<file path="src/rtl/mux_pkg.sv">
// Shared constants for the N:1 stream multiplexer: mode encoding and output-stage states.
package mux_pkg;

    localparam logic MODE_FIXED = 1'b0;
    localparam logic MODE_RR    = 1'b1;

    typedef enum logic {
        ST_EMPTY = 1'b0,
        ST_FULL  = 1'b1
    } state_e;

endpackage

</file>
<file path="src/rtl/rr_arbiter.sv">
// Round-robin arbiter: grants the first requester after last_grant, wrapping modulo N_CH.
module rr_arbiter #(
    parameter int unsigned N_CH  = 4,
    parameter int unsigned SEL_W = $clog2(N_CH)
) (
    input  logic [N_CH-1:0]  req,
    input  logic [SEL_W-1:0] last_grant,
    input  logic             enable,
    output logic [N_CH-1:0]  grant
);

    logic found;

    // Scan distances 1..N_CH from last_grant; compare against constant indices so no variable selects are needed.
    always_comb begin
        grant = '0;
        found = 1'b0;
        for (int unsigned d = 1; d <= N_CH; d++) begin
            for (int unsigned i = 0; i < N_CH; i++) begin
                if (enable && !found && req[i] && (i == (32'(last_grant) + d) % N_CH)) begin
                    grant[i] = 1'b1;
                    found    = 1'b1;
                end
            end
        end
    end

endmodule

</file>
<file path="src/rtl/mux_stream_rr.sv">
// N:1 valid/ready stream multiplexer with fixed-select or round-robin arbitration and one output register.
module mux_stream_rr
    import mux_pkg::*;
#(
    parameter int unsigned WIDTH = 4,
    parameter int unsigned N_CH  = 4,
    parameter int unsigned SEL_W = $clog2(N_CH)
) (
    input  logic                  clk,
    input  logic                  reset_n,
    input  logic                  mode,
    input  logic [SEL_W-1:0]      sel,
    input  logic [N_CH*WIDTH-1:0] in_data,
    input  logic [N_CH-1:0]       in_valid,
    output logic [N_CH-1:0]       in_ready,
    output logic [WIDTH-1:0]      out_data,
    output logic                  out_valid,
    input  logic                  out_ready,
    output logic [SEL_W-1:0]      out_ch
);

    state_e             state_q, state_d;
    logic [WIDTH-1:0]   data_d;
    logic [SEL_W-1:0]   ch_d;
    logic [SEL_W-1:0]   last_grant_q, last_grant_d;
    logic [N_CH-1:0]    rr_grant, fixed_grant, grant;
    logic               can_load, xfer;
    logic [SEL_W-1:0]   g_idx;
    logic [WIDTH-1:0]   g_data;

    rr_arbiter #(.N_CH(N_CH), .SEL_W(SEL_W)) u_rr (
        .req        (in_valid),
        .last_grant (last_grant_q),
        .enable     (mode == MODE_RR),
        .grant      (rr_grant)
    );

    // Fixed-select grant; an out-of-range sel matches no channel and so grants nothing.
    always_comb begin
        fixed_grant = '0;
        for (int unsigned i = 0; i < N_CH; i++) begin
            if (32'(sel) == i) fixed_grant[i] = in_valid[i];
        end
    end

    assign grant     = (mode == MODE_RR) ? rr_grant : fixed_grant;
    assign out_valid = (state_q == ST_FULL);
    assign can_load  = ~out_valid | out_ready;
    // Gating with reset_n keeps any handshake from completing on a reset edge.
    assign in_ready  = grant & {N_CH{can_load & reset_n}};
    assign xfer      = |in_ready;

    always_comb begin
        g_idx  = '0;
        g_data = '0;
        for (int unsigned i = 0; i < N_CH; i++) begin
            if (grant[i]) begin
                g_idx  = SEL_W'(i);
                g_data = in_data[i*WIDTH +: WIDTH];
            end
        end
    end

    always_comb begin
        state_d      = state_q;
        data_d       = out_data;
        ch_d         = out_ch;
        last_grant_d = last_grant_q;
        if (xfer) begin
            data_d       = g_data;
            ch_d         = g_idx;
            last_grant_d = g_idx;
        end
        case (state_q)
            ST_EMPTY: if (xfer) state_d = ST_FULL;
            ST_FULL:  if (!xfer && out_ready) state_d = ST_EMPTY;
            default:  state_d = ST_EMPTY;
        endcase
    end

    always_ff @(posedge clk) begin
        if (!reset_n) begin
            state_q      <= ST_EMPTY;
            out_data     <= '0;
            out_ch       <= '0;
            last_grant_q <= SEL_W'(N_CH - 1);
        end else begin
            state_q      <= state_d;
            out_data     <= data_d;
            out_ch       <= ch_d;
            last_grant_q <= last_grant_d;
        end
    end

endmodule

</file>
<file path="config.mk">
export PLATFORM = sky130hd
export DESIGN_NAME = mux_stream_rr
export DESIGN_NICKNAME = d
export VERILOG_FILES = /design/src/rtl/mux_pkg.sv /design/src/rtl/rr_arbiter.sv /design/src/rtl/mux_stream_rr.sv
export SDC_FILE = /design/constraint.sdc
export NUM_CORES = 1
export LEC_CHECK = 0
export BUFFER_PORTS_ARGS = -buffer_cell sky130_fd_sc_hd__buf_2
export CAP_MARGIN = 30
export CORE_MARGIN = 2
export CORE_UTILIZATION = 24
export CTS_CLUSTER_SIZE = 16
export DETAILED_ROUTE_END_ITERATION = 7
export GPL_TIMING_DRIVEN = 0
export PLACE_DENSITY = 0.57
export SLEW_MARGIN = 20
export SYNTH_ARGS = -nofsm -noshare
export SYNTH_HDL_FRONTEND = slang
export SYNTH_SLANG_ARGS = --single-unit
</file>
<file path="constraint.sdc">
create_clock -name clk -period 4.85 [get_ports clk]
set_clock_uncertainty 0.2 [all_clocks]
set_input_delay 0.485 -clock clk [delete_from_list [all_inputs] [get_ports clk]]
set_output_delay 0.485 -clock clk [all_outputs]
set_load 0.01 [all_outputs]
</file>
==> Word level (Yosys, flattened, before mapping) <==
Index checks and enable logic that the tools add are counted.
{ "totals": {"mem_bits_ro": 0, "latch_bits": 0, "in_bits": 26, "ff_bits": 9, "memories": 0, "mem_bits_rw": 0} }
{ "op_classes": {"n_shift": 0, "n_mul": 0, "div_mod_pow": 0, "n_bitwise": 4, "n_lt_le_gt_ge": 0, "n_eq_ne": 15, "muxes": 45, "n_addsub": 4, "n_reduce_logical": 70} }
{ "op_table": {"columns": ["cell", "n"], "rows": [
  ["32-bit logical NOT", 4],
  ["1-bit logical AND", 48],
  ["1-bit 2-to-1 mux", 37],
  ["4-bit 2-to-1 mux", 5],
  ["2-bit == test, first input constant", 8],
  ["1-bit logical NOT", 16],
  ["1-bit by 2-bit == test with 1-bit output, first input constant", 4],
  ["2-bit by 1-bit adder with 2-bit output, second input constant", 2],
  ["2-bit adder, second input constant", 2],
  ["4-bit AND", 1],
  ["2-bit == test, second input constant", 2],
  ["2-bit 2-to-1 mux", 2],
  ["4-bit OR reduction", 1],
  ["2-bit by 1-bit == test with 1-bit output, second input constant", 1],
  ["2-bit logical NOT", 1],
  ["1-bit case mux with 2 select lines", 1],
  ["1-bit AND", 1],
  ["1-bit inverter", 1],
  ["1-bit bitwise OR", 1]
]} }

==> Longest topological paths before layout <==
Gate-level depths: netlist of run 1.
{ "logic_depth": {"depth_word": 86, "depth_mapped": 9, "ltp_nobuf": 6} }

==> Hierarchy <==
A second synthesis of run 1 with hierarchy kept.
{ "unflattened": {"hier_cells": 94, "hier_area_um2": 720.7} }
{ "modules_own_cells": {"columns": ["module", "cells_per_inst", "area_each_um2", "instances", "seq_area_each_um2"], "rows": [
  ["mux_stream_rr", 74, 608.1, 1, 180.2],
  ["rr_arbiter", 20, 112.6, 1, 0.0]
]} }

==> Worst setup path before layout of run 1 <==
OpenSTA, ideal clock, no wires.
{ "synth_timing": {"kind": "input -> register", "startpoint": "input port mode", "endpoint": "register last_grant_q[1]", "path_slack_ps": 2565, "setup_ps": 116, "t_required_ps": 4534, "path_stages": 9, "arrival_time_ps": 1969, "path_buffers": 3, "cell_sequence": "buf_4 -> nor2_1 -> and3_1 -> or3_1 -> buf_6 -> o41a_4 -> buf_6 -> o22ai_1 -> nand2_1"} }
{ "synth_between": {"elab_chain_cells": 81, "elab_cells_between_ends": 97} }
{ "synth_rtl": {"columns": ["item", "line", "text"], "rows": [
  ["start, declared", "mux_stream_rr.sv:11", "input logic mode,"],
  ["1-bit logical AND (2 in series)", "rr_arbiter.sv:20", "if (enable && !found && req[i] && (i == (32'(last_grant) + d) % N_CH)) begin"],
  ["1-bit 2-to-1 mux", "rr_arbiter.sv:20", null],
  ["1-bit logical NOT", "rr_arbiter.sv:20", null],
  ["1-bit logical AND (3 in series)", "rr_arbiter.sv:20", null],
  ["1-bit 2-to-1 mux", "rr_arbiter.sv:20", null],
  ["1-bit logical NOT", "rr_arbiter.sv:20", null],
  ["1-bit logical AND (3 in series)", "rr_arbiter.sv:20", null],
  ["1-bit 2-to-1 mux", "rr_arbiter.sv:20", null],
  ["[... 56 more ...]", null, null],
  ["1-bit logical AND (3 in series)", "rr_arbiter.sv:20", null],
  ["1-bit 2-to-1 mux", "rr_arbiter.sv:20", null],
  ["1-bit logical NOT", "rr_arbiter.sv:20", null],
  ["1-bit logical AND (3 in series)", "rr_arbiter.sv:20", null],
  ["1-bit 2-to-1 mux", "rr_arbiter.sv:20", null],
  ["4-bit 2-to-1 mux (*)", "mux_stream_rr.sv:46", "assign grant = (mode == MODE_RR) ? rr_grant : fixed_grant;"],
  ["4-bit AND", "mux_stream_rr.sv:50", "assign in_ready = grant & {N_CH{can_load & reset_n}};"],
  ["4-bit OR reduction", "mux_stream_rr.sv:51", "assign xfer = |in_ready;"],
  ["end signal, assigned", "mux_stream_rr.sv:86", "last_grant_q <= SEL_W'(N_CH - 1);"],
  ["end signal, assigned", "mux_stream_rr.sv:91", "last_grant_q <= last_grant_d;"],
  ["end, declared", "mux_stream_rr.sv:25", "logic [SEL_W-1:0] last_grant_q, last_grant_d;"]
]} }
Mark *: on every way between the ends. The rest lies on a longest branch, timed or not.
A chain may end at the register's enable or synchronous reset.

==> Final worst setup path of run 1 <==
{ "layout_timing": {"startpoint": "register last_grant_q[0]", "endpoint": "output port in_ready[1]"} }
{ "layout_between": {"elab_chain_cells": 71, "elab_cells_between_ends": 90} }
{ "layout_rtl": {"columns": ["item", "line", "text"], "rows": [
  ["2-bit by 1-bit adder with 2-bit output", "rr_arbiter.sv:20", null],
  ["32-bit logical NOT", "rr_arbiter.sv:20", null],
  ["1-bit logical AND", "rr_arbiter.sv:20", null],
  ["1-bit 2-to-1 mux", "rr_arbiter.sv:20", null],
  ["1-bit logical NOT", "rr_arbiter.sv:20", null],
  ["1-bit logical AND (3 in series)", "rr_arbiter.sv:20", null],
  ["1-bit 2-to-1 mux", "rr_arbiter.sv:20", null],
  ["1-bit logical NOT", "rr_arbiter.sv:20", null],
  ["[... 49 more ...]", null, null],
  ["1-bit logical NOT", "rr_arbiter.sv:20", null],
  ["1-bit logical AND (3 in series)", "rr_arbiter.sv:20", null],
  ["1-bit 2-to-1 mux", "rr_arbiter.sv:20", null],
  ["1-bit logical NOT", "rr_arbiter.sv:20", null],
  ["1-bit logical AND (3 in series)", "rr_arbiter.sv:20", null],
  ["1-bit 2-to-1 mux (*)", "rr_arbiter.sv:20", null],
  ["4-bit 2-to-1 mux (*)", "mux_stream_rr.sv:46", null],
  ["4-bit AND (*)", "mux_stream_rr.sv:50", null],
  ["end, declared", "mux_stream_rr.sv:15", "output logic [N_CH-1:0] in_ready,"]
]} }
Marked as above.

==> results.toml, run 1 <==
[synth]
yosysTopAreaCell = "dfxtp_1"
netlist_area_sq_um = 659
ys.flop_type = "dfxtp_1"
yosysSeqAreaShare_pct = 27.3
synth_common_cells = "dfxtp_1, nand2_1, nor2_1, nand2b_1, a31oi_1"
yosysWarnings = 0
syn_inst = 82
synth_fp_nets = 108
synth_area_per_cell_sq_um = 8.04
synth.top_cell.area_share_pct = 27.3
synth.most_common_cell = "dfxtp_1"
synth_edf_count = 0
ys_ff_latch = 9
ys_types = 33
synthTopCellsByArea = "dfxtp_1, nand2b_1, buf_6"
async_flop_share_pct = 0

[sta]
worst_pin_slew_ns = 0.637
min_period_ns = 2.71
hold_ws_ns = 0.218
finalCritPeriodShare_pct = 55.8
max_clock_freq_ghz = 0.369
tns_ns = 0
maxSlewViolCount = 0
final-setup-viol-count = 0
slew_headroom_pct = 57.3
hold_viol_final = 0
grt_setup_unrepaired = "no"

[critical_path]
worst_setup_path_end_kind = "primary output"
crit_arrival_ns = 2.02
reg2reg_to = "out_data[2]"
worstSetupStartpointType = "flip-flop"
r2r_setup_slack_ns = 2.55
r2r_start = "last_grant_q[0]"
required_ns = 4.16
crit_type = "reg -> out"
path_max_fanout = 9
r2r_cells = 7

[grt]
antenna_found_initial = 0
grt_pass1_vias = 713
track_usage_pct = 12.2
grt_max_degree = 11
grt.overflow.total = 0
grt_pass1_wl_microns = 3120

[route]
drtAntennaViolNets = 0
drtIter0Drc = 28
firstDrtPassIters = 4
num_vias = 769
drc = 0
viasPerCell = 5.09
post_drt_wl_per_cell_microns = 12.0
drt_wl_total_microns = 1810

[power]
ir_drop_mv = 0.156
p_leak_nw = 0.408
power_density_nw_per_um2 = 260

[place]
numPortBuffers = 34
dp_hpwl_microns = 1420
gp_congestion = 0.795

[clock_tree]
cts_buffers = 3
clockBufferDepth = 2
cts_hold_buffers = 0
cts_tree = "yes"
clock_latency_ns = 0.26
clkSlewWorstSetupHoldPaths_ns = 0.07
clockRootBuffer = "clkbuf_4"
cts_sinks = 9
post_cts_resized = 0
post_cts_buffers = 0
htreeDepth = 1

[floorplan]
rows = 19
die_y_microns = 56.4
io_pins = 37
coreArea_sq_um = 2690
fp.dieW_microns = 56.4
die_area_sq_um = 3180
start_util_pct = 24.5

[cells_and_area]
multiInputGateArea_sq_um = 427
n_antenna_cell = 0
seq_area_sq_um = 180
fillCellCount = 307
drive_gt1_share_pct = 39.2
utilization_pct = 33.3
syn_to_final_growth_pct = 35.9
nets = 147

[min_path]
min-delay-start = "reset_n"
hp-class = "in -> reg"
min_path_cells = 2
min_to = "last_grant_q[1]"

[flow_run]
max-cap-violations = 0

[run_status]
status = "complete, no violations"
## cell usage in the layout (no fill, tap or decap), types with 3 or more instances in the layout
cell type  netlist  layout
nand2_1          8       8
o21ai_0          3       3
nand2b_1         6       6
nor2_1           7       7
a21oi_1          4       4
dfxtp_1          9       9
and2_1           3       3
clkbuf_4         0       3
a31oi_1          5       5
buf_2            0      34
buf_6            3       3
inv_1            3       3
o21ai_2          3       3
## metrics by stage
stage	cells	area, sq um	setup WS [ns]	total power (W)
6_report	151	896	2.14	0.000233
5_1_grt	151	896	1.99	0.000248
2_1_floorplan	82	659	2.56	0.000145
4_1_cts	151	896	2.14	0.000235
3_5_place_dp	147	868	2.31	0.000175
3_3_place_gp	147	868	2.33	0.000173
## kinds of logic after synthesis
logic type | share of synthesized area [%]
flops | 27.3
buf+inv | 7.97
compound gates | 39.8
simple gates | 24.9
## registers in the layout, indices dropped and copies added, names as in the netlist
| register | count |
|---|---|
| last_grant_q | 2 |
| out_ch | 2 |
| out_data | 4 |
| out_valid | 1 |
## worst max path at each step
| stage | startpoint | end | cells after the start |
|---|---|---|---|
| 6_report | last_grant_q[0] | in_ready[1] | 6 |
| 3_5_place_dp | in_valid[2] | in_ready[1] | 7 |
| 2_1_floorplan | mode | last_grant_q[1] | 9 |
| 4_1_cts | last_grant_q[0] | in_ready[1] | 6 |
| 5_1_grt | last_grant_q[1] | in_ready[3] | 5 |
| 3_3_place_gp | in_valid[2] | in_ready[1] | 7 |
## power breakdown
group          switching, W  internal (W)
sequential       0.00000784     0.0000834
clock             0.0000292     0.0000305
combinational     0.0000430     0.0000390
total             0.0000801      0.000153
## per-layer routing
metal	track usage (%)	vias to the layer above	wire length, microns
li1	-	392	-
met1	16.9	342	884
met5	0	-	0
met2	18.3	31	804
met4	6.46	0	23
met3	1.61	4	96
## critical path, stage by stage, from the launching register on
cell and delay [ns]:
dfxtp_1 0.48, or3b_1 0.42, a2111oi_2 0.29, or3_1 0.18, buf_6 0.14, and2_1 0.12, buf_2 0.12
## cell type report
class | count | area share (%)
repair buffers | 34 | 19.0
clock buffers | 3 | 2.51
plain buffers | 4 | 4.61
well taps | 31 | 4.33
multi-input cells | 66 | 47.6
flip-flops and latches | 9 | 20.1
clock inverters | 1 | 0.559
inverters | 3 | 1.26
Power figures use the tool's default switching activity.
==> run 2, diff against run 1 <==
Settings changed: PLACE_DENSITY 0.57 to 0.58.
Clock period 4.85 ns to 2.4 ns, I/O delays scaled along.
==> run 2 against run 1 <==
  * Power grew 110%
  * Die area is the same
  * Critical path depth shrank 1
  * Critical path type unchanged
  * Critical endpoint unchanged
==> results.toml, run 2 (synthesized netlist as in run 1, its figures left out) <==
[power]
total_power_w = 0.000494
seq_power_share_pct = 37.2
ir_drop_mv = 0.326
p_leak_nw = 0.437
clockPowerShare_pct = 23.9
internal_power_w = 0.000329
p_comb_share_pct = 39.0
swShare_pct = 33.4
power_density_nw_per_um2 = 499
p_sw_w = 0.000165

[cells_and_area]
regMostFlops = "out_data"
largestRegisters = "out_data (4), last_grant_q (2), out_ch (2)"
nets = 153
largest_register_ffs = 4
drive_gt1_share_pct = 46.0
mostFrequentLayoutCells = "buf_2, nand2_1, buf_4, nor2_1, dfxtp_1"
layout_commonest_cell = "buf_2"
syn_to_final_growth_pct = 50.1
n_antenna_cell = 0
utilization_pct = 36.8

[floorplan]
fp.dieW_microns = 56.4
die_area_sq_um = 3180
rows = 19
die_y_microns = 56.4
start_util_pct = 24.5
coreArea_sq_um = 2690
io_pins = 37

[critical_path]
path_max_fanout = 7
r2r_cells = 8
crit_arrival_ns = 1.85
required_ns = 1.96
r2r_start = "last_grant_q[0]"
r2r_setup_slack_ns = 0.11
crit_type = "reg -> out"
reg2reg_to = "out_ch[1]"
worstSetupStartpointType = "flip-flop"
worst_setup_path_end_kind = "primary output"

[sta]
hold_ws_ns = 0.0379
min_period_ns = 2.29
finalCritPeriodShare_pct = 95.5
worst_pin_slew_ns = 0.654
maxSlewViolCount = 0
tns_ns = 0
setup_ws_ns = 0.108
max_clock_freq_ghz = 0.436
hold_viol_final = 0
grt_setup_unrepaired = "no"
final-setup-viol-count = 0
slew_headroom_pct = 56.1

[route]
top_layer = "met4"
firstDrtPassIters = 4
viasPerCell = 5.06
post_drt_wl_per_cell_microns = 12.2
drc = 0
route.met2.wl_microns = 881
drt_wl_total_microns = 1920
m1WireLength_microns = 905
drtAntennaViolNets = 0
wl_met3_microns = 114
drtIter0Drc = 13
num_vias = 794

[grt]
antenna_found_initial = 0
grt.overflow.total = 0
grt_max_degree = 11
grt_pass1_wl_microns = 3110
track_usage_pct = 12.1
grt_pass1_vias = 713

[clock_tree]
htreeDepth = 1
clockRootBuffer = "clkbuf_4"
clkSlewWorstSetupHoldPaths_ns = 0.06
cts_sinks = 9
cts_buffers = 3
clock_latency_ns = 0.26
cts_tree = "yes"
clockBufferDepth = 2

[run_status]
status = "complete, no violations"

[min_path]
min_path_cells = 3
min_to = "out_data[3]"
min-delay-start = "in_data[15]"
hp-class = "in -> reg"

[place]
dp_slack_ns = 0.140
dp_hpwl_microns = 1410
gp_congestion = 0.770
numPortBuffers = 34

[flow_run]
max-cap-violations = 0
-- run 2: power groups by stage --
stage          clock [W]  combinational (W)  sequential (W)
2_1_floorplan          0          0.0000997        0.000192
3_3_place_gp           0           0.000163        0.000186
3_5_place_dp           0           0.000166        0.000187
4_1_cts         0.000123           0.000168        0.000185
5_1_grt         0.000134           0.000210        0.000186
6_report        0.000118           0.000192        0.000184
-- run 2: routing by layer --
layer / track usage (%) / vias to the layer above
li1: - / 403
met1: 16.3 / 358
met2: 19.2 / 29
met3: 1.61 / 4
met4: 5.10 / 0
met5: 0 / -
-- run 2: worst max path at each step --
| stage | to | from | slack (ns) |
|---|---|---|---|
| after floorplan | last_grant_q[1] | last_grant_q[0] | 0.31 |
| after global placement | last_grant_q[1] | last_grant_q[0] | 0.18 |
| after detailed placement | last_grant_q[1] | last_grant_q[0] | 0.14 |
| after CTS | in_ready[1] | last_grant_q[1] | 0.03 |
| after global routing | in_ready[1] | last_grant_q[0] | 0.006 |
| final | in_ready[1] | last_grant_q[1] | 0.11 |
-- run 2: stage by stage --
step                std cells  instance area (sq um)
floorplan                  82                    659
global placement          147                    868
detailed placement        147                    868
CTS                       152                    906
global route              157                    990
finish                    157                    990
-- run 2: worst max-delay path, cell delays in order, from the launching register on --
cell,delay (ns)
dfxtp_4,0.36
or3b_4,0.41
a2111oi_4,0.35
or3_4,0.23
and2_4,0.15
buf_6,0.09
-- run 2: repair_timing --
action	4_1_cts	5_1_grt
buffers inserted	0	6
hold buffers	1	0
hold endpoints to repair	2	0
gates cloned	0	0
endpoints found under the setup margin	1	8
gates resized for setup	1	12
pin swaps	0	2
-- run 2: layout make-up --
class                      count  area (sq um)
buffer                         3          30.0
fill                         275          1700
clock buffer                   4          26.3
inverter                       3          11.3
tap                           31          38.8
timing repair buffer          41           231
multi-input combinational     66           464
sequential                     9           188
==> run 3, diff against run 2 <==
Settings changed: PLACE_DENSITY 0.58 to default, SETUP_SLACK_MARGIN from default to 0.15.
==> run 3 against run 2 <==
  * Register-to-register slack about the same
  * Hold slack worse by 0.016 ns
  * Fmax up 0.49%
  * Setup slack better by 0.011 ns
  * Global-route usage up 0.77 points
  * Flip-flop and latch count unchanged
  * Die area unchanged
  * Wire length up 8.9%
  * Non-clock buffer count up 3
  * Cell count up 1.9%
  * Critical path type is now reg -> reg
  * Highest routed layer unchanged
==> results.toml, run 3 (synthesized netlist as in run 1, its figures left out) <==
[sta]
final-setup-viol-count = 0
min_period_ns = 2.28
finalCritPeriodShare_pct = 95.0
hold_viol_final = 0
maxSlewViolCount = 0
tns_ns = 0
slew_headroom_pct = 71.3
grt_setup_unrepaired = "yes"
max_clock_freq_ghz = 0.439
worst_pin_slew_ns = 0.425

[place]
numPortBuffers = 34
dp_hpwl_microns = 1420
gp_congestion = 0.789

[route]
drtIter0Drc = 22
num_vias = 818
drc = 0
drt_wl_total_microns = 2090
firstDrtPassIters = 6
post_drt_wl_per_cell_microns = 13.1
drtAntennaViolNets = 0
viasPerCell = 5.11

[cells_and_area]
layout_commonest_cell = "buf_2"
regMostFlops = "out_data"
seq_area_sq_um = 188
largest_register_ffs = 4
n_antenna_cell = 0
nets = 156
multiInputGateArea_sq_um = 489
largestRegisters = "out_data (4), last_grant_q (2), out_ch (2)"
mostFrequentLayoutCells = "buf_2, nand2_1, buf_4, nor2_1, dfxtp_1"
syn_to_final_growth_pct = 61.9
drive_gt1_share_pct = 52.7
fillCellCount = 279

[clock_tree]
cts_buffers = 3
clockBufferDepth = 2
cts_sinks = 9
cts_tree = "yes"
htreeDepth = 1
clockRootBuffer = "clkbuf_4"
clock_latency_ns = 0.27
clkSlewWorstSetupHoldPaths_ns = 0.07

[critical_path]
worstSetupStartpointType = "flip-flop"
path_max_fanout = 5
reg2reg_to = "out_data[0]"
r2r_cells = 9
worst_setup_path_end_kind = "flip-flop"
crit_arrival_ns = 2.23
crit_type = "reg -> reg"
required_ns = 2.35
r2r_start = "last_grant_q[0]"
r2r_setup_slack_ns = 0.12

[power]
seq_power_share_pct = 34.4
p_leak_nw = 0.487
clockPowerShare_pct = 23.2
internal_power_w = 0.000348
swShare_pct = 34.5
power_density_nw_per_um2 = 498
total_power_w = 0.000531
p_comb_share_pct = 42.4
p_sw_w = 0.000183
ir_drop_mv = 0.282

[flow_run]
max-cap-violations = 0

[min_path]
min_path_cells = 3
hp-class = "in -> reg"
min-delay-start = "in_data[15]"
min_to = "out_data[3]"

[grt]
grt.overflow.total = 0
antenna_found_initial = 0
grt_pass1_wl_microns = 3270
grt_max_degree = 11
grt_pass1_vias = 761
track_usage_pct = 12.8

[floorplan]
coreArea_sq_um = 2690
rows = 19
fp.dieW_microns = 56.4
die_area_sq_um = 3180
io_pins = 37
start_util_pct = 24.5
die_y_microns = 56.4

[run_status]
status = "complete, no violations"
-- run 3: cell types whose count changed in the layout (fill, tap and decap cells not counted), sizes merged --
cell	previous run	this run
buf	43	45
clkinv	0	1
-- run 3: power groups by stage --
stage               Combinational [W]  Sequential, W  Clock, W
global placement             0.000164       0.000186         0
floorplan                   0.0000997       0.000192         0
detailed placement           0.000167       0.000187         0
finish                       0.000225       0.000183  0.000123
CTS                          0.000186       0.000182  0.000128
global route                 0.000244       0.000186  0.000133
-- run 3: layout make-up --
type	instances	area share (%)
Tap cell	31	3.63
Sequential cell	9	17.6
Clock inverter	1	0.469
Inverter	3	1.06
Buffer	4	4.22
Multi-Input combinational cell	66	45.8
Clock buffer	3	2.11
Timing Repair Buffer	43	25.1
-- run 3: per-stage QoR --
| step | cell area [sq um] | utilization, % | worst slack, ns | instances | hold WS (ns) |
|---|---|---|---|---|---|
| 5_1_grt | 1070 | 39.7 | 0.0330 | 160 | 0.0203 |
| 4_1_cts | 966 | 36.0 | 0.117 | 157 | 0.0153 |
| 6_report | 1070 | 39.7 | 0.120 | 160 | 0.0218 |
| 2_1_floorplan | 659 | - | 0.313 | 82 | 0.190 |
| 3_3_place_gp | 868 | 32.3 | 0.177 | 147 | 0.244 |
| 3_5_place_dp | 868 | 32.3 | 0.139 | 147 | 0.247 |
-- run 3: worst max-delay path by stage --
| stage | from | end | slack, ns | cells after the start |
|---|---|---|---|---|
| after global placement | last_grant_q[0] | last_grant_q[1] | 0.18 | 7 |
| after CTS | last_grant_q[0] | in_ready[1] | 0.12 | 6 |
| after global routing | last_grant_q[0] | out_data[0] | 0.03 | 9 |
| after floorplan | last_grant_q[0] | last_grant_q[1] | 0.31 | 7 |
| after detailed placement | last_grant_q[1] | out_data[3] | 0.14 | 7 |
| final | last_grant_q[0] | out_data[0] | 0.12 | 9 |
-- run 3: what timing repair did --
item,in CTS,in global routing
buffers inserted,5,2
hold endpoints to repair,2,0
pin swaps,2,8
gates cloned,0,1
gates resized for setup,6,15
endpoints found under the setup margin,7,11
hold buffers,1,0
-- run 3: per-layer routing --
layer  wire [microns]  global-route usage (%)
met4               23                    5.10
met1              957                    17.2
met5                0                       0
met2              994                    21.0
met3              116                    1.38
-- run 3: critical path: stages (launching register included) --
cell	delay, ns
dfxtp_4	0.36
buf_6	0.12
nor2b_4	0.13
a211oi_2	0.04
or3_1	0.36
buf_6	0.14
o41a_4	0.48
buf_8	0.14
o21ai_2	0.12
a31oi_1	0.05
